$ cat config.mk
export PLATFORM = sky130hd
export DESIGN_NAME = sum_stream_accumulator
export DESIGN_NICKNAME = d
export VERILOG_FILES = /design/src/rtl/sum_stream_accumulator.sv
export SDC_FILE = /design/constraint.sdc
export NUM_CORES = 1
export LEC_CHECK = 0
export BUFFER_PORTS_ARGS = -buffer_cell sky130_fd_sc_hd__buf_2
export CAP_MARGIN = 20
export CORE_MARGIN = 3
export CORE_UTILIZATION = 45
export CTS_CLUSTER_DIAMETER = 50
export DETAILED_ROUTE_END_ITERATION = 8
export PLACE_DENSITY = 0.64
export SYNTH_ARGS = -nofsm -noshare
export SYNTH_HDL_FRONTEND = slang
export SYNTH_SLANG_ARGS = --single-unit
$ cat constraint.sdc
create_clock -name clk -period 5.7 [get_ports clk]
set_input_delay 0.285 -clock clk [delete_from_list [all_inputs] [get_ports clk]]
set_output_delay 0.285 -clock clk [all_outputs]
set_load 0.05 [all_outputs]
$ cat src/rtl/sum_stream_accumulator.sv
// Reduces one pass of LEN (index, sum) elements into a saturating total, an unsigned
// maximum and a sticky index-sequence error, presented on a valid/ready result port.
module sum_stream_accumulator #(
   parameter int unsigned LEN   = 256,
   parameter int unsigned ACC_W = 40
) (
   input  logic             clk,
   input  logic             rst,
   input  logic             start,
   input  logic             in_valid,
   output logic             in_ready,
   input  logic [7:0]       in_index,
   input  logic [31:0]      in_sum,
   output logic             busy,
   output logic             res_valid,
   input  logic             res_ready,
   output logic [ACC_W-1:0] res_total,
   output logic [31:0]      res_max,
   output logic             res_sat,
   output logic             res_seq_err
);

   localparam int unsigned CNT_W = (LEN > 1) ? $clog2(LEN) : 1;
   localparam logic [CNT_W-1:0] LAST = CNT_W'(LEN - 1);

   typedef enum logic [1:0] {IDLE, ACCUM, DONE} state_t;

   state_t           state_q;
   logic [ACC_W-1:0] total_q, total_d;
   logic [31:0]      max_q, max_d;
   logic             sat_q, sat_d;
   logic             seq_err_q, seq_err_d;
   logic [7:0]       exp_q;
   logic [CNT_W-1:0] cnt_q;
   logic             in_ready_q, res_valid_q, busy_q;
   logic [ACC_W:0]   sum_wide;
   logic             accept;

   // One spare bit catches the carry out of the accumulator; it forces all-ones and sat.
   always_comb begin
      accept    = in_valid && in_ready_q;
      sum_wide  = {1'b0, total_q} + {{(ACC_W - 31){1'b0}}, in_sum};
      total_d   = sum_wide[ACC_W-1:0];
      sat_d     = sat_q;
      if (sum_wide[ACC_W]) begin
         total_d = '1;
         sat_d   = 1'b1;
      end
      max_d     = (in_sum > max_q) ? in_sum : max_q;
      seq_err_d = seq_err_q | (in_index != exp_q);
   end

   always_ff @(posedge clk) begin
      if (rst) begin
         state_q     <= IDLE;
         total_q     <= '0;
         max_q       <= '0;
         sat_q       <= 1'b0;
         seq_err_q   <= 1'b0;
         exp_q       <= '0;
         cnt_q       <= '0;
         in_ready_q  <= 1'b0;
         res_valid_q <= 1'b0;
         busy_q      <= 1'b0;
      end else begin
         case (state_q)
            IDLE: begin
               if (start) begin
                  state_q    <= ACCUM;
                  total_q    <= '0;
                  max_q      <= '0;
                  sat_q      <= 1'b0;
                  seq_err_q  <= 1'b0;
                  exp_q      <= '0;
                  cnt_q      <= '0;
                  in_ready_q <= 1'b1;
                  busy_q     <= 1'b1;
               end
            end
            ACCUM: begin
               if (accept) begin
                  total_q   <= total_d;
                  max_q     <= max_d;
                  sat_q     <= sat_d;
                  seq_err_q <= seq_err_d;
                  exp_q     <= exp_q + 8'd1;
                  cnt_q     <= cnt_q + 1'b1;
                  if (cnt_q == LAST) begin
                     state_q     <= DONE;
                     in_ready_q  <= 1'b0;
                     res_valid_q <= 1'b1;
                  end
               end
            end
            DONE: begin
               if (res_ready) begin
                  state_q     <= IDLE;
                  res_valid_q <= 1'b0;
                  busy_q      <= 1'b0;
               end
            end
            default: begin
               state_q     <= IDLE;
               in_ready_q  <= 1'b0;
               res_valid_q <= 1'b0;
               busy_q      <= 1'b0;
            end
         endcase
      end
   end

   assign in_ready    = in_ready_q;
   assign busy        = busy_q;
   assign res_valid   = res_valid_q;
   assign res_total   = total_q;
   assign res_max     = max_q;
   assign res_sat     = sat_q;
   assign res_seq_err = seq_err_q;

endmodule

* Yosys cells after proc, flatten, opt, wreduce, memory -nomap -nowiden
Cells that the tools add are included.
Widths: inputs -> output; s select.
** Storage, ports and cells
- Bits in latches :: 0
- RAM bits :: 0
- Register bits after elaboration :: 95
- Memory bits (read-only) :: 0
- Input port bits :: 45
- Memories :: 0
- Logic and storage cells :: 71
** Operators by class
- Muxes and demuxes :: 33
- Equality and inequality tests :: 10
- Add/subtract/negate cells :: 3
- Div/mod/pow operators :: 0
- Shift-type cells :: 0
- Order comparisons :: 1
- Bitwise gates (word level) :: 4
- Reduce and logical (&&, ||, !) cells :: 10
- Multipliers :: 0
** Operators by type and width (count)
- $mux 40 :: 3
- $mux 32 :: 3
- $pmux 40 s2 :: 1
- $pmux 32 s2 :: 1
- $add 40x32->41 :: 1
- $gt 32x32->1 :: 1
- $pmux 8 s2 :: 2
- $mux 8 :: 3
- $reduce_and 4->1 :: 5
- $add 8x1->8 const B :: 2
- $ne 2x2->1 const B :: 6
- $mux 1 :: 10
- $pmux 1 s3 :: 3
- $eq 8x8->1 const B :: 1
- $mux 2 :: 4
- $ne 8x8->1 :: 1
- $pmux 2 s3 :: 1
- $reduce_and 3->1 :: 2
- $pmux 1 s2 :: 2
- $not 1->1 :: 3
- $eq 2x1->1 const B :: 1
- $eq 2x2->1 const B :: 1
- $logic_not 2->1 :: 1
- $reduce_bool 2->1 :: 1
- 2 further kinds :: 2

* Logic depth before layout (Yosys ltp)
Gate-level depths: netlist of the first run.
- Depth in word-level cells :: 4
- Depth in mapped cells :: 12

* Worst setup path after synthesis of the first run
No wires, ideal clock.
- Path kind :: register to register
- From :: register total_q[8], in the netlist res_total[8]
- To :: register total_q[33], in the netlist res_total[33]
- Cell stages (with the launch flop) :: 11
- Data arrival time :: 2.796 ns
- Slack :: 2.840 ns
- Library setup time :: 0.064 ns
- Cells stage by stage :: dfxtp_1 -> ha_1 -> a21o_1 -> o21bai_1 -> a31o_1 -> o21ai_2 -> a21oi_2 -> o41ai_4 -> o21ai_2 -> a2111o_1 -> nand3_1
** Between the ends
- Longest elaborated chain between the ends :: 4
** Ends and longest elaborated chain
- start: declaration :: RTL line 29 : logic [ACC_W-1:0] total_q, total_d;
- start signal: assignment :: RTL line 82 : total_q <= total_d;
- $add 40x32->41 :: RTL line 42 : sum_wide = {1'b0, total_q} + {{(ACC_W - 31){1'b0}}, in_sum};
- $mux 40 :: RTL line 45 : if (sum_wide[ACC_W]) begin
- $mux 40 :: RTL line 81 : if (accept) begin
- $pmux 40 s2 :: RTL line 66 : case (state_q)
No other way between the ends. The select of a mux whose other input is x is not followed.
A chain may end at the register's enable or synchronous reset.

* Worst setup path in the final report of the first run
- From :: register total_q[19], in the netlist res_total[19]
- To :: register total_q[35], in the netlist res_total[35]
Same word-level chain as after synthesis.

==> flow_metrics.env, run 1 <==
export IMPL_die_h_um=125
export IMPL_drv_slew=0
export IMPL_fillerInstances=1288
export IMPL_start_util_pct=46.9
export IMPL_overflow=0
export IMPL_reg2reg_setup_slack_ns=2.48
export IMPL_worst_ep_required_time_ns=5.92
export IMPL_grt_pass1_vias=5874
export IMPL_crit_buf_inv=1
export IMPL_numClockSinks=95
export IMPL_async_reset_ff_share_pct=0
export IMPL_synth_top_area_cell="dfxtp_1"
export IMPL_cp_max_fo=7
export IMPL_drt_pass1_iterations=5
export IMPL_synth_compound_gate_area_share_pct=27.5
export IMPL_hold_class="in2reg"
export IMPL_crit_slowest_cell="o21bai_1"
export IMPL_post_route_period_util_pct=56.5
export IMPL_htree_num_levels=3
export IMPL_syn_avg_cell_area_um2=8.19
export IMPL_die_width_um=125
export IMPL_yosys_area_share_simple_pct=17.2
export IMPL_seq_area_um2=1900
export IMPL_gp_congestion=0.915
export IMPL_fin_crit_ns=3.22
export IMPL_pre_cts_ws_ns=2.19
export IMPL_synth_flop_cell="dfxtp_1"
export IMPL_drc_errors=0
export IMPL_multi_input_area_um2=4090
export IMPL_grt_usage_pct=22.7
export IMPL_synth_nets=886
export IMPL_crit_arrival_ns=3.44
export IMPL_rsz0062_at_grt="no"
export IMPL_crit_type="reg2reg"
export IMPL_ctsResizeCount=0
export IMPL_cp_start_kind="flip-flop"
export IMPL_synth_ff_latch_count=95
export IMPL_synth_area_top_cells="dfxtp_1, ha_1, a21oi_1"
export IMPL_drive_gt1_share_pct=19.0
export IMPL_num_io_pins=122
export IMPL_power_density_nw_per_um2=225
export IMPL_fp_row_count=42
export IMPL_worst_slack_ns=2.48
export IMPL_setup_viol_count_final=0
export IMPL_synth_xor_xnor_area_share_pct=6.36
export IMPL_hold_viol=0
export IMPL_dp_cells=1036
export IMPL_fin_cells=1053
export IMPL_final_area_um2=7380
export IMPL_synth_area_um2=6340
export IMPL_synth_edf_count=0
export IMPL_synthMuxAreaShare_pct=0
export IMPL_ir_drop_uv=140
export IMPL_postCtsSetupBuffers=0
export IMPL_maxCapViolCount=0
export IMPL_clk_path_buf_depth=2
export IMPL_final_setup_skew_ns=0.00757
export IMPL_grt_pass1_wl_um=29400
export IMPL_ant_nets=0
export IMPL_die_area_um2=15500
export IMPL_antenna_cells=0
export IMPL_post_dp_cell_area_um2=7060
export IMPL_cts_hold_buffers=0
export IMPL_via_count=6096
export IMPL_finalSetupTns_ns=0
export IMPL_clk_latency_ns=0.36
export IMPL_io_buffer_count=121
export IMPL_p_leak_nw=3.21
export IMPL_max_stage_delay_ns=0.48
export IMPL_synth_top_family_by_area="compound AO/OA/AOI/OAI gates"
export IMPL_synth_cell_types=66
export IMPL_synth_adder_area_share_pct=13.3
export IMPL_yosysSeqAreaShare_pct=30.0
export IMPL_dp_hpwl_um=13200
export IMPL_fin_worst_hold_slack_ns=0.192
export IMPL_status="complete, no violations"
export IMPL_max_freq_mhz=311
export IMPL_finalNetCount=984
export IMPL_synth_top_area_share_pct=30.0
export IMPL_wl_um=17900
export IMPL_drt_vias_per_instance=5.79
export IMPL_synth_common_cells="dfxtp_1, a21oi_1, ha_1"
export IMPL_relSlewSlack_pct=27.5
export IMPL_crit_family="compound AO/OA/AOI/OAI gates"
export IMPL_wl_per_cell_um=17.0
export IMPL_tightest_slew_ns=1.09
export IMPL_crit_chain="ha_1 > a21oi_1 > o21ai_1 > a2111oi_0 > o32a_1 > a211oi_2 > o21bai_1 > buf_4 > o22ai_1 > a32oi_1 > o311ai_0"
export IMPL_tritoncts="yes"
export IMPL_yosys_warnings=0
export IMPL_syn_inst=774
export IMPL_grt_max_degree=79
export IMPL_core_area_um2=13500
export IMPL_cp_end_kind="flip-flop"
export IMPL_areaGrowthSynthToFinish_pct=16.5
export IMPL_cts_buffers=9
export IMPL_root_buffer="clkbuf_16"
export IMPL_antenna_found_initial=0
export IMPL_clkTransAtPathRegs_ns=0.07
export IMPL_yosysMostFrequentCell="dfxtp_1"
export IMPL_drtIter0Drc=380
-- logic make-up (layout without fill, tap and decap cells) --
| logic type | Yosys count | in the layout |
|---|---|---|
| buffers and inverters | 92 | 195 |
| AND/OR/NAND/NOR | 208 | 208 |
| adder cells (fa/ha/maj) | 67 | 67 |
| AO/OA/AOI/OAI | 266 | 266 |
| XOR/XNOR | 46 | 46 |
| flip-flops | 95 | 95 |
-- metrics by stage --
stage / total power [W] / utilization [%]
after CTS: 0.00167 / 54.6
after global placement: 0.00102 / 52.2
after global routing: 0.00174 / 54.7
final: 0.00166 / 54.7
after floorplan: 0.000932 / -
after detailed placement: 0.00103 / 52.3
-- sequential cells by signal, indices dropped and copies added, names as in the netlist --
signal	flops
res_seq_err	1
res_max	32
res_valid	1
res_sat	1
busy	1
res_total	40
in_ready	1
exp_q	8
state_q	2
cnt_q	8
-- metal layers --
layer	vias up	wire length (um)	global-route usage, %
li1	3031	-	-
met1	2860	8430	30.2
met2	173	8170	36.6
met3	32	933	4.59
met4	0	396	7.80
met5	-	0	0
-- cell type report --
type	count	share of cell area, %
clock inverter	4	0.729
tap	176	2.98
multi-input combinational	587	55.4
sequential	95	25.8
clock buffer	12	3.47
timing repair buffer	129	9.07
inverter	50	2.54
-- final timing paths --
| check | start | end | cells past startpoint |
|---|---|---|---|
| setup / recovery | res_total[19] | res_total[35] | 11 |
| hold / removal | in_sum[0] | res_max[0] | 2 |
| setup reg to reg | res_total[19] | res_total[35] | 11 |
| hold reg to reg | res_sat | res_sat | 2 |
-- cell usage in the layout, fill, tap and decap left out, types with 8 or more instances in the layout --
cell	n
a211oi_1	12
a21o_1	25
a21oi_1	93
a311oi_1	10
buf_2	121
clkbuf_16	9
dfxtp_1	95
ha_1	66
inv_1	50
nand2_1	43
nand3_1	52
nand4_1	22
nor2_1	37
nor3_1	10
o21ai_0	38
o21ai_1	8
o31ai_1	30
xnor2_1	17
xor2_1	29
-- power by group --
part / total [W] / switching (W) / internal, W
sequential: 0.000693 / 0.0000132 / 0.000680
clock: 0.000648 / 0.000282 / 0.000366
combinational: 0.000324 / 0.000226 / 0.0000983
total: 0.00166 / 0.000521 / 0.00114
Note: power is estimated with default switching activity, not from simulation.
==> run 2: changes to the inputs <==
--- a/config.mk
+++ b/config.mk
@@ -5,13 +5,14 @@
 export SDC_FILE = /design/constraint.sdc
 export NUM_CORES = 1
 export LEC_CHECK = 0
+export ABC_AREA = 1
 export BUFFER_PORTS_ARGS = -buffer_cell sky130_fd_sc_hd__buf_2
 export CAP_MARGIN = 20
 export CORE_MARGIN = 3
 export CORE_UTILIZATION = 45
 export CTS_CLUSTER_DIAMETER = 50
 export DETAILED_ROUTE_END_ITERATION = 8
-export PLACE_DENSITY = 0.64
+export PLACE_DENSITY = 0.65
 export SYNTH_ARGS = -nofsm -noshare
 export SYNTH_HDL_FRONTEND = slang
 export SYNTH_SLANG_ARGS = --single-unit
==> constraint.sdc (replaced) <==
create_clock -name clk -period 2.77 [get_ports clk]
set_input_delay 0.1385 -clock clk [delete_from_list [all_inputs] [get_ports clk]]
set_output_delay 0.1385 -clock clk [all_outputs]
set_load 0.05 [all_outputs]
==> run 2 against run 1 <==
Synthesized cell count increased by 67%. First-iteration DRC count increased by 28%. Fmax increased by 29%. Count of clock-buffer cells in the layout decreased by 3. Clock power increased by 91%. Synthesized area increased by 23%. Largest cell class unchanged. Utilization decreased by 1.8 points. Non-clock buffer count increased by 2. Sequential power increased by 120%. Critical path type unchanged. Cell count increased by 54%. Register-to-register slack got worse by 2.2 ns.
==> flow_metrics.env, run 2 <==
export IMPL_grt_usage_pct=24.3
export IMPL_synth_top_area_share_pct=24.3
export IMPL_met2_length_um=10600
export IMPL_grt_pass1_wl_um=36500
export IMPL_rsz0062_at_grt="no"
export IMPL_crit_arrival_ns=2.71
export IMPL_pre_cts_ws_ns=0.318
export IMPL_cp_end_kind="flip-flop"
export IMPL_root_buffer="clkbuf_16"
export IMPL_status="complete, no violations"
export IMPL_dp_hpwl_um=18500
export IMPL_maxCapViolCount=0
export IMPL_yosysMostFrequentCell="nand2_1"
export IMPL_cts_buffers=9
export IMPL_regToRegEndpoint="res_total[8]"
export IMPL_power_internal_w=0.00246
export IMPL_cp_start_kind="flip-flop"
export IMPL_antenna_found_initial=1
export IMPL_rr_startpoint="res_total[0]"
export IMPL_worst_slack_ns=0.269
export IMPL_synth_area_um2=7820
export IMPL_power_density_nw_per_um2=458
export IMPL_cts_hold_buffers=0
export IMPL_combPwrFrac_pct=32.4
export IMPL_hold_depth=4
export IMPL_drc_errors=0
export IMPL_synth_common_cells="nand2_1, inv_1, nor2_1"
export IMPL_wl_per_cell_um=14.4
export IMPL_final_area_um2=8900
export IMPL_core_area_um2=16800
export IMPL_holdPathEnd="state_q[1]"
export IMPL_ctsResizeCount=0
export IMPL_tightest_slew_ns=0.877
export IMPL_hold_viol=0
export IMPL_grt_max_degree=46
export IMPL_synth_cell_types=40
export IMPL_crit_type="reg2reg"
export IMPL_gp_congestion=0.955
export IMPL_yosysSeqAreaShare_pct=24.3
export IMPL_syn_inst=1291
export IMPL_synth_nets=1403
export IMPL_postCtsSetupBuffers=0
export IMPL_rr_worst_depth=15
export IMPL_via_count=8078
export IMPL_post_route_period_util_pct=90.3
export IMPL_antenna_cells=0
export IMPL_drt_vias_per_instance=4.98
export IMPL_hold_class="in2reg"
export IMPL_worst_ep_required_time_ns=2.98
export IMPL_hp_start="res_ready"
export IMPL_synth_edf_count=0
export IMPL_dr_wl_met3_um=1420
export IMPL_fp_row_count=47
export IMPL_numClockSinks=95
export IMPL_die_area_um2=19000
export IMPL_max_freq_mhz=400
export IMPL_final_setup_skew_ns=0.00778
export IMPL_synth_area_top_cells="dfxtp_1, nand2_1, ha_1"
export IMPL_seqPwrFrac_pct=37.2
export IMPL_ir_drop_uv=348
export IMPL_relSlewSlack_pct=41.5
export IMPL_syn_avg_cell_area_um2=6.06
export IMPL_p_sw_share_pct=39.7
export IMPL_drt_pass1_iterations=6
export IMPL_overflow=0
export IMPL_wl_met1_um=10900
export IMPL_areaGrowthSynthToFinish_pct=13.8
export IMPL_yosys_warnings=0
export IMPL_fin_cells=1621
export IMPL_top_layer_used="met5"
export IMPL_grt_pass1_vias=7170
export IMPL_ant_nets=0
export IMPL_num_io_pins=122
export IMPL_async_reset_ff_share_pct=0
export IMPL_clkPwrFrac_pct=30.4
export IMPL_fin_crit_ns=2.50
export IMPL_power_switching_w=0.00162
export IMPL_clk_latency_ns=0.36
export IMPL_synth_flop_cell="dfxtp_1"
export IMPL_post_dp_cell_area_um2=8610
export IMPL_synth_top_area_cell="dfxtp_1"
export IMPL_drive_gt1_share_pct=14.7
export IMPL_die_h_um=138
export IMPL_start_util_pct=46.5
export IMPL_finalSetupTns_ns=0
export IMPL_fin_util_pct=52.9
export IMPL_clkTransAtPathRegs_ns=0.07
export IMPL_finalNetCount=1508
export IMPL_drtIter0Drc=487
export IMPL_drv_slew=0
export IMPL_cp_max_fo=13
export IMPL_io_buffer_count=121
export IMPL_largest_reg_flops=40
export IMPL_p_leak_nw=4.55
export IMPL_setup_viol_count_final=0
export IMPL_final_common_cell="nand2_1"
export IMPL_die_width_um=138
export IMPL_synth_ff_latch_count=95
export IMPL_htree_num_levels=3
export IMPL_final_cell_mix="nand2_1, inv_1, nor2_1, buf_2, a21oi_1"
export IMPL_wl_um=23300
export IMPL_reg2reg_setup_slack_ns=0.27
export IMPL_clk_path_buf_depth=2
export IMPL_dp_cells=1605
export IMPL_tritoncts="yes"
## run 2: how the worst max path moves through the flow
stage,start,endpoint,depth (start not counted)
floorplan,res_total[0],res_total[36],15
global placement,res_total[0],res_total[2],15
global route,res_max[27],res_max[6],12
CTS,res_total[0],res_total[8],15
finish,res_total[0],res_total[8],15
detailed placement,res_total[0],res_total[12],15
## run 2: logic make-up (layout without fill, tap and decap cells)
logic type	count (synthesis)	after routing	synth area share [%]
compound gates	159	159	11.2
xor+xnor	30	30	3.36
fa+ha+maj	67	67	10.8
buf+inv	227	337	11.6
flops	95	95	24.3
simple gates	713	713	38.7
## run 2: worst max-delay path, cell delays in order (launching register included)
cell     delay (ns)
dfxtp_1        0.33
ha_1           0.22
fa_1           0.44
nand3_1        0.11
nand3_2        0.12
nand2_1        0.10
nand3_2        0.09
nand2_1        0.09
nand2_2        0.09
nand2_2        0.07
nand2_2        0.07
nand2_4        0.19
buf_4          0.23
nand2_1        0.07
nand2_1        0.07
a21oi_1        0.07
## run 2: through the flow
step / hold slack [ns] / power [W]
finish: 0.0783 / 0.00408
global route: 0.0972 / 0.00432
CTS: 0.0665 / 0.00411
detailed placement: 0.444 / 0.00286
global placement: 0.436 / 0.00285
floorplan: 0.303 / 0.00253
## run 2: cell type report
class,count,area [um^2]
Inverter,190,713
Tap cell,220,275
Clock buffer,9,225
Clock inverter,7,60.1
Timing Repair Buffer,131,706
Multi-Input combinational cell,969,5020
Fill cell,1779,7920
Sequential cell,95,1900
## run 2: metal layers
metal  GRT usage (%)  up-vias
met4            4.56        2
met5               0        -
li1                -     4265
met2            39.7      190
met1            33.2     3598
met3            5.44       23
## run 2: power groups by stage
stage | clock (W) | combinational (W) | sequential [W]
after global routing | 0.00132 | 0.00147 | 0.00153
final | 0.00124 | 0.00132 | 0.00152
after detailed placement | 0 | 0.00131 | 0.00155
after floorplan | 0 | 0.000717 | 0.00181
after global placement | 0 | 0.00131 | 0.00155
after CTS | 0.00127 | 0.00132 | 0.00152
